--- src/rtl/vending_machine_multi.sv ---
// vending_machine_multi: multi-item vending controller with a programmable price
// table, per-item stock counters, cancel/refund and serial nickel change return.
// Ports:
//   clock, reset                      - rising-edge clock, synchronous active-high reset
//   nickel_in/dime_in/quarter_in      - one-cycle coin pulses (1/2/5 nickel units)
//   item_number                       - item index for select, restock and prog_en
//   select, cancel, restock, prog_en  - request pulses; prog_price is the new price
//   dispense, item_out                - vend pulse and the vended item
//   nickel_out                        - one pulse per nickel of change
//   coin_reject, sold_out, insufficient - one-cycle status pulses
//   busy, credit                      - returning change / current credit (nickels)
module vending_machine_multi #(
  parameter int unsigned NUM_ITEMS     = 16,
  parameter int unsigned CREDIT_W      = 6,
  parameter int unsigned PRICE_W       = 5,
  parameter int unsigned STOCK_W       = 4,
  parameter int unsigned DEFAULT_PRICE = 3,
  parameter int unsigned INIT_STOCK    = 2,
  // Derived from NUM_ITEMS; not meant to be overridden.
  parameter int unsigned ITEM_W        = (NUM_ITEMS > 1) ? $clog2(NUM_ITEMS) : 1
) (
  input  logic                clock,
  input  logic                reset,
  input  logic                nickel_in,
  input  logic                dime_in,
  input  logic                quarter_in,
  input  logic [ITEM_W-1:0]   item_number,
  input  logic                select,
  input  logic                cancel,
  input  logic                restock,
  input  logic                prog_en,
  input  logic [PRICE_W-1:0]  prog_price,
  output logic                dispense,
  output logic [ITEM_W-1:0]   item_out,
  output logic                nickel_out,
  output logic                coin_reject,
  output logic                sold_out,
  output logic                insufficient,
  output logic                busy,
  output logic [CREDIT_W-1:0] credit
);

  localparam int unsigned MASK_W = 2 ** ITEM_W;

  typedef enum logic {S_IDLE, S_CHANGE} state_t;

  // Marks which encodable item indices are real items.
  function automatic logic [MASK_W-1:0] item_mask_f();
    logic [MASK_W-1:0] m;
    m = '0;
    for (int unsigned i = 0; i < NUM_ITEMS; i++) m[i] = 1'b1;
    return m;
  endfunction

  localparam logic [MASK_W-1:0] ITEM_MASK = item_mask_f();

  state_t               state_q, state_d;
  logic [CREDIT_W-1:0]  credit_q, credit_d;
  logic [PRICE_W-1:0]   price_q [NUM_ITEMS];
  logic [PRICE_W-1:0]   price_d [NUM_ITEMS];
  logic [STOCK_W-1:0]   stock_q [NUM_ITEMS];
  logic [STOCK_W-1:0]   stock_d [NUM_ITEMS];
  logic                 dispense_q, dispense_d;
  logic [ITEM_W-1:0]    item_q, item_d;
  logic                 nickel_q, nickel_d;
  logic                 reject_q, reject_d;
  logic                 sold_q, sold_d;
  logic                 insuf_q, insuf_d;
  logic                 busy_q, busy_d;

  logic                 item_ok;
  logic                 coin_any;
  logic                 coin_multi;
  logic [1:0]           coin_cnt;
  logic [CREDIT_W-1:0]  coin_val;
  logic [CREDIT_W:0]    coin_sum;
  logic [CREDIT_W-1:0]  price_sel;
  logic                 sel_ok;

  // Coin decode; coin_val is only meaningful when exactly one coin is present.
  always_comb begin
    coin_cnt   = 2'(nickel_in) + 2'(dime_in) + 2'(quarter_in);
    coin_any   = (coin_cnt != 2'd0);
    coin_multi = (coin_cnt > 2'd1);
    if (quarter_in)   coin_val = CREDIT_W'(5);
    else if (dime_in) coin_val = CREDIT_W'(2);
    else              coin_val = CREDIT_W'(nickel_in);
    coin_sum  = (CREDIT_W+1)'(credit_q) + (CREDIT_W+1)'(coin_val);
    item_ok   = ITEM_MASK[item_number];
    price_sel = CREDIT_W'(price_q[item_number]);
  end

  // Next-state and registered-output logic.
  always_comb begin
    state_d    = state_q;
    credit_d   = credit_q;
    price_d    = price_q;
    stock_d    = stock_q;
    dispense_d = 1'b0;
    item_d     = item_q;
    nickel_d   = 1'b0;
    reject_d   = 1'b0;
    sold_d     = 1'b0;
    insuf_d    = 1'b0;
    sel_ok     = 1'b0;

    unique case (state_q)
      S_IDLE: begin
        if (cancel) begin
          // First refund nickel goes out on the cancel edge itself.
          if (credit_q != '0) begin
            nickel_d = 1'b1;
            credit_d = credit_q - CREDIT_W'(1);
            state_d  = (credit_q > CREDIT_W'(1)) ? S_CHANGE : S_IDLE;
          end
        end else if (select) begin
          if (!item_ok) begin
            insuf_d = 1'b1;
          end else if (stock_q[item_number] == '0) begin
            sold_d = 1'b1;
          end else if (credit_q < price_sel) begin
            insuf_d = 1'b1;
          end else begin
            sel_ok     = 1'b1;
            dispense_d = 1'b1;
            item_d     = item_number;
            credit_d   = credit_q - price_sel;
            stock_d[item_number] = stock_q[item_number] - STOCK_W'(1);
            if (credit_q != price_sel) state_d = S_CHANGE;
          end
        end else if (restock) begin
          if (item_ok) stock_d[item_number] = STOCK_W'(INIT_STOCK);
        end else if (prog_en) begin
          if (item_ok) price_d[item_number] = prog_price;
        end

        // Failed selects still leave credit_d == credit_q, so coins add on top.
        if (coin_any) begin
          if (cancel || sel_ok || coin_multi || coin_sum[CREDIT_W]) reject_d = 1'b1;
          else credit_d = coin_sum[CREDIT_W-1:0];
        end
      end

      S_CHANGE: begin
        nickel_d = 1'b1;
        if (credit_q != '0) credit_d = credit_q - CREDIT_W'(1);
        if (credit_q <= CREDIT_W'(1)) state_d = S_IDLE;
        if (coin_any) reject_d = 1'b1;
      end

      default: state_d = S_IDLE;
    endcase

    busy_d = (state_d != S_IDLE);
  end

  always_ff @(posedge clock) begin
    if (reset) begin
      state_q    <= S_IDLE;
      credit_q   <= '0;
      dispense_q <= 1'b0;
      item_q     <= '0;
      nickel_q   <= 1'b0;
      reject_q   <= 1'b0;
      sold_q     <= 1'b0;
      insuf_q    <= 1'b0;
      busy_q     <= 1'b0;
      for (int i = 0; i < int'(NUM_ITEMS); i++) begin
        price_q[i] <= PRICE_W'(DEFAULT_PRICE);
        stock_q[i] <= STOCK_W'(INIT_STOCK);
      end
    end else begin
      state_q    <= state_d;
      credit_q   <= credit_d;
      price_q    <= price_d;
      stock_q    <= stock_d;
      dispense_q <= dispense_d;
      item_q     <= item_d;
      nickel_q   <= nickel_d;
      reject_q   <= reject_d;
      sold_q     <= sold_d;
      insuf_q    <= insuf_d;
      busy_q     <= busy_d;
    end
  end

  assign dispense     = dispense_q;
  assign item_out     = item_q;
  assign nickel_out   = nickel_q;
  assign coin_reject  = reject_q;
  assign sold_out     = sold_q;
  assign insufficient = insuf_q;
  assign busy         = busy_q;
  assign credit       = credit_q;

endmodule
--- config.mk ---
export PLATFORM = sky130hd
export DESIGN_NAME = vending_machine_multi
export DESIGN_NICKNAME = d
export VERILOG_FILES = /design/src/rtl/vending_machine_multi.sv
export SDC_FILE = /design/constraint.sdc
export NUM_CORES = 1
export LEC_CHECK = 0
export ABC_AREA = 1
export BUFFER_PORTS_ARGS = -buffer_cell sky130_fd_sc_hd__buf_2
export CORE_MARGIN = 5
export CORE_UTILIZATION = 51
export CTS_CLUSTER_SIZE = 40
export DETAILED_ROUTE_END_ITERATION = 10
export GPL_ROUTABILITY_DRIVEN = 1
export PLACE_DENSITY = 0.71
export SYNTH_ARGS = -nofsm -noshare
export SYNTH_HDL_FRONTEND = slang
export SYNTH_SLANG_ARGS = --single-unit
--- constraint.sdc ---
create_clock -name clock -period 3.15 [get_ports clock]
set_input_delay 0.1575 -clock clock [delete_from_list [all_inputs] [get_ports clock]]
set_output_delay 0.1575 -clock clock [all_outputs]
set_load 0.01 [all_outputs]
==> impl_metrics.ini <==
[synthesis]
synth.avg_cell_area_sq_um = 6.88
syn_area_sq_mm = 0.00787
synth_top_area_share = 0.407
synthCells = 1144
synthTopCellsByArea = dfxtp_1 (41%), nand2_1 (13%), nor2_1 (8.2%)
syn-num-nets = 1177
synth_top_family_by_area = simple AND/OR/NAND/NOR gates
yosys.area.top_type = dfxtp_1
yosysSeqAreaShare = 0.407
ys_ff_latch = 160
synth_cell_types = 41
synthXorXnorAreaFrac = 0.00668
yosysWarnings = 0
synth_adder_area_share = 0.0267
synth.area.mux_share = 0
synth_compound_area_frac = 0.184
synth-simple-area-share = 0.301

[worst_hold_path]
min_from = item_number[3]
worstHoldEndpoint = item_out[3]$_SDFFE_PP0P_
hold_depth = 3
worstHoldPathType = input pin to flop

[placement]
post-place-ws_ns = -0.176
dp.cells = 1378
gp_congestion = 0.889
io_buffer_count = 33
hpwlAfterDp_mm = 15.8

[floorplanning]
fp.dieW_um = 134
io-pin-count = 34
fp.coreArea_sq_mm = 0.0151
initial_core_util = 0.519
dieArea_sq_mm = 0.0180
num_rows = 45
chipHeight_um = 134

[worst_setup_path]
r2r_setup_slack_ns = 0.15
critPathRequiredTime_ns = 3.50
cp_max_fo = 12
reg2reg_depth = 19
crit_chain = a22oi_1 -> a21oi_1 -> or4_1 -> ha_1 -> inv_1 -> fa_1 -> nand3_1 -> nand3_2 -> nand2_1 -> nand2_2 -> nand2_2 -> nand2_2 -> nand2_8 -> clkinv_8 -> buf_12 -> nand2_4 -> nand2_1 -> nand2_1 -> a21oi_2
setup.worst_path.start_class = flop
slowest_stage = or4_1
crit_type = flop to flop
crit_start = price_q[55]$_SDFFE_PP1P_
r2r-start = price_q[55]$_SDFFE_PP1P_
arrival_ns = 3.35
cp_slowest_stage_delay_ns = 0.54
r2r_end = stock_q[55]$_SDFFE_PP0P_
end_kind = flop

[clock_network]
numCtsBuffers = 17
clkLatencyLatePin_ns = 0.43
cts.clk_slew.worst_paths_ns = 0.06
cts_tree = built
htreeDepth = 4
cts.sinks = 160
cts.path.max_buffers = 2
cts-root-buf = clkbuf_16

[timing]
finClkSkew_ns = 0.0155
rsz0062_at_grt = true
slew_headroom = 0.381
period_needed_ns = 3.00
worst_pin_slew_ns = 0.927
final-hold-violation-count = 0
max_freq_ghz = 0.333
fin_ws_ns = 0.151
drv_slew = 0
period_share = 0.952
setup_viol = 0

[global_routing]
antenna_found_initial = 0
grt_pass1_wl_mm = 37.3
gr-usage-all-layers = 0.254
grt_pass1_vias = 7416
grt_max_degree = 48
grt-ovfl-total = 0

[run_status]
outcome = complete, no violations

[routing]
drt_iter0_drc = 735
dr.pass1.iters = 6
vias = 7898
detail-route-antenna-nets = 0
wl_per_cell_um = 16.0
drt_wl_total_mm = 22.6
route.detailed.drc = 0
vias_per_cell = 5.60

[pwr]
ir_drop_v = 0.000421
power.density_mw_per_mm2 = 657
p_leak_nw = 4.17

[finish]
drive_above_1_share = 0.139
syn_to_final_growth_pct = 18.0
final_common_cell = nand2_1
layout.nets = 1244
mostFrequentLayoutCells = nand2_1 (275), nor2_1 (169), dfxtp_1 (157)
stdcell_count = 1411
antennaDiodeCount = 0

[flow_run]
cap_violations = 0
-- how the worst max path moves through the flow --
stage	end	slack [ns]	depth (start not counted)
2_1_floorplan	stock_q[29]$_SDFFE_PP1P_	0.04	22
3_5_place_dp	stock_q[61]$_SDFFE_PP1P_	-0.18	22
5_1_grt	stock_q[55]$_SDFFE_PP0P_	-0.05	19
4_1_cts	stock_q[45]$_SDFFE_PP1P_	0.07	18
3_3_place_gp	stock_q[41]$_SDFFE_PP1P_	-0.13	22
6_report	stock_q[55]$_SDFFE_PP0P_	0.15	19
-- state kept, by name, indices dropped and copies added (netlist names), 4 cells and up --
name	flops
stock_q	64
item_out	4
credit	6
price_q	80
-- per-layer routing --
metal	routed length [um]	track usage	share of wire
met5	0	0	0
met1	10400	0.356	0.46
met3	1650	0.0465	0.073
met4	512	0.0860	0.023
met2	10100	0.395	0.45
-- through the flow --
step | TNS (ns) | instance area (sq um) | power [mW] | util | hold slack (ns)
floorplan | 0 | 7870 | 3.34 | - | 0.292
global placement | -3.62 | 8580 | 3.86 | 0.567 | 0.439
detailed placement | -5.47 | 8580 | 3.87 | 0.567 | 0.445
CTS | 0 | 9200 | 6.02 | 0.608 | 0.0252
global route | -0.598 | 9280 | 6.43 | 0.613 | 0.0555
finish | 0 | 9280 | 6.09 | 0.613 | 0.0410
-- where the power goes --
part | switching (mW) | internal [mW]
sequential | 0.126 | 2.12
combinational | 1.02 | 0.665
clock | 0.851 | 1.31
-- cell families (layout without fill, tap and decap cells) --
family | count (synthesis) | after routing
AND/OR/NAND/NOR | 561 | 561
AO/OA/AOI/OAI | 259 | 259
flip-flops | 160 | 160
buffers and inverters | 143 | 222
adder cells (fa/ha/maj) | 15 | 15
XOR/XNOR | 6 | 6
-- cell type report --
cell class / count / area, sq um
Multi-Input combinational cell: 841 / 4120
Clock inverter: 11 / 154
Tap cell: 188 / 235
Inverter: 95 / 369
Clock buffer: 20 / 467
Fill cell: 1385 / 5860
Timing Repair Buffer: 95 / 718
Sequential cell: 160 / 3210
Timing Repair inverter: 1 / 8.76
-- repair_timing --
action	CTS	global route
hold buffers	0	0
buffers inserted	0	1
gates resized for setup	0	22
endpoints found under the setup margin	0	68
-- cells in the mapped netlist (all sizes together) --
cell type / count
a21oi: 87
a22oi: 48
and2: 1
buf: 14
clkbuf: 34
clkinv: 2
dfxtp: 160
fa: 3
ha: 12
inv: 93
nand2: 288
nand3: 77
nand4: 7
nor2: 178
nor3: 3
nor4: 4
o211a: 1
o211ai: 2
o21a: 2
o21ai: 109
o21bai: 1
o22ai: 8
o31ai: 1
or2: 2
or4: 1
xnor2: 2
xor2: 4
-- worst max-delay path: cells and delay by family (launching register included) --
family | cells | cell delay, ns
AOI/OAI and AO/OA | 3 | 0.45
and+or+nand+nor | 11 | 1.46
buffers and inverters | 3 | 0.33
DFF | 1 | 0.33
adders and majority gates | 2 | 0.38
Note: power is estimated with default switching activity, not from simulation.
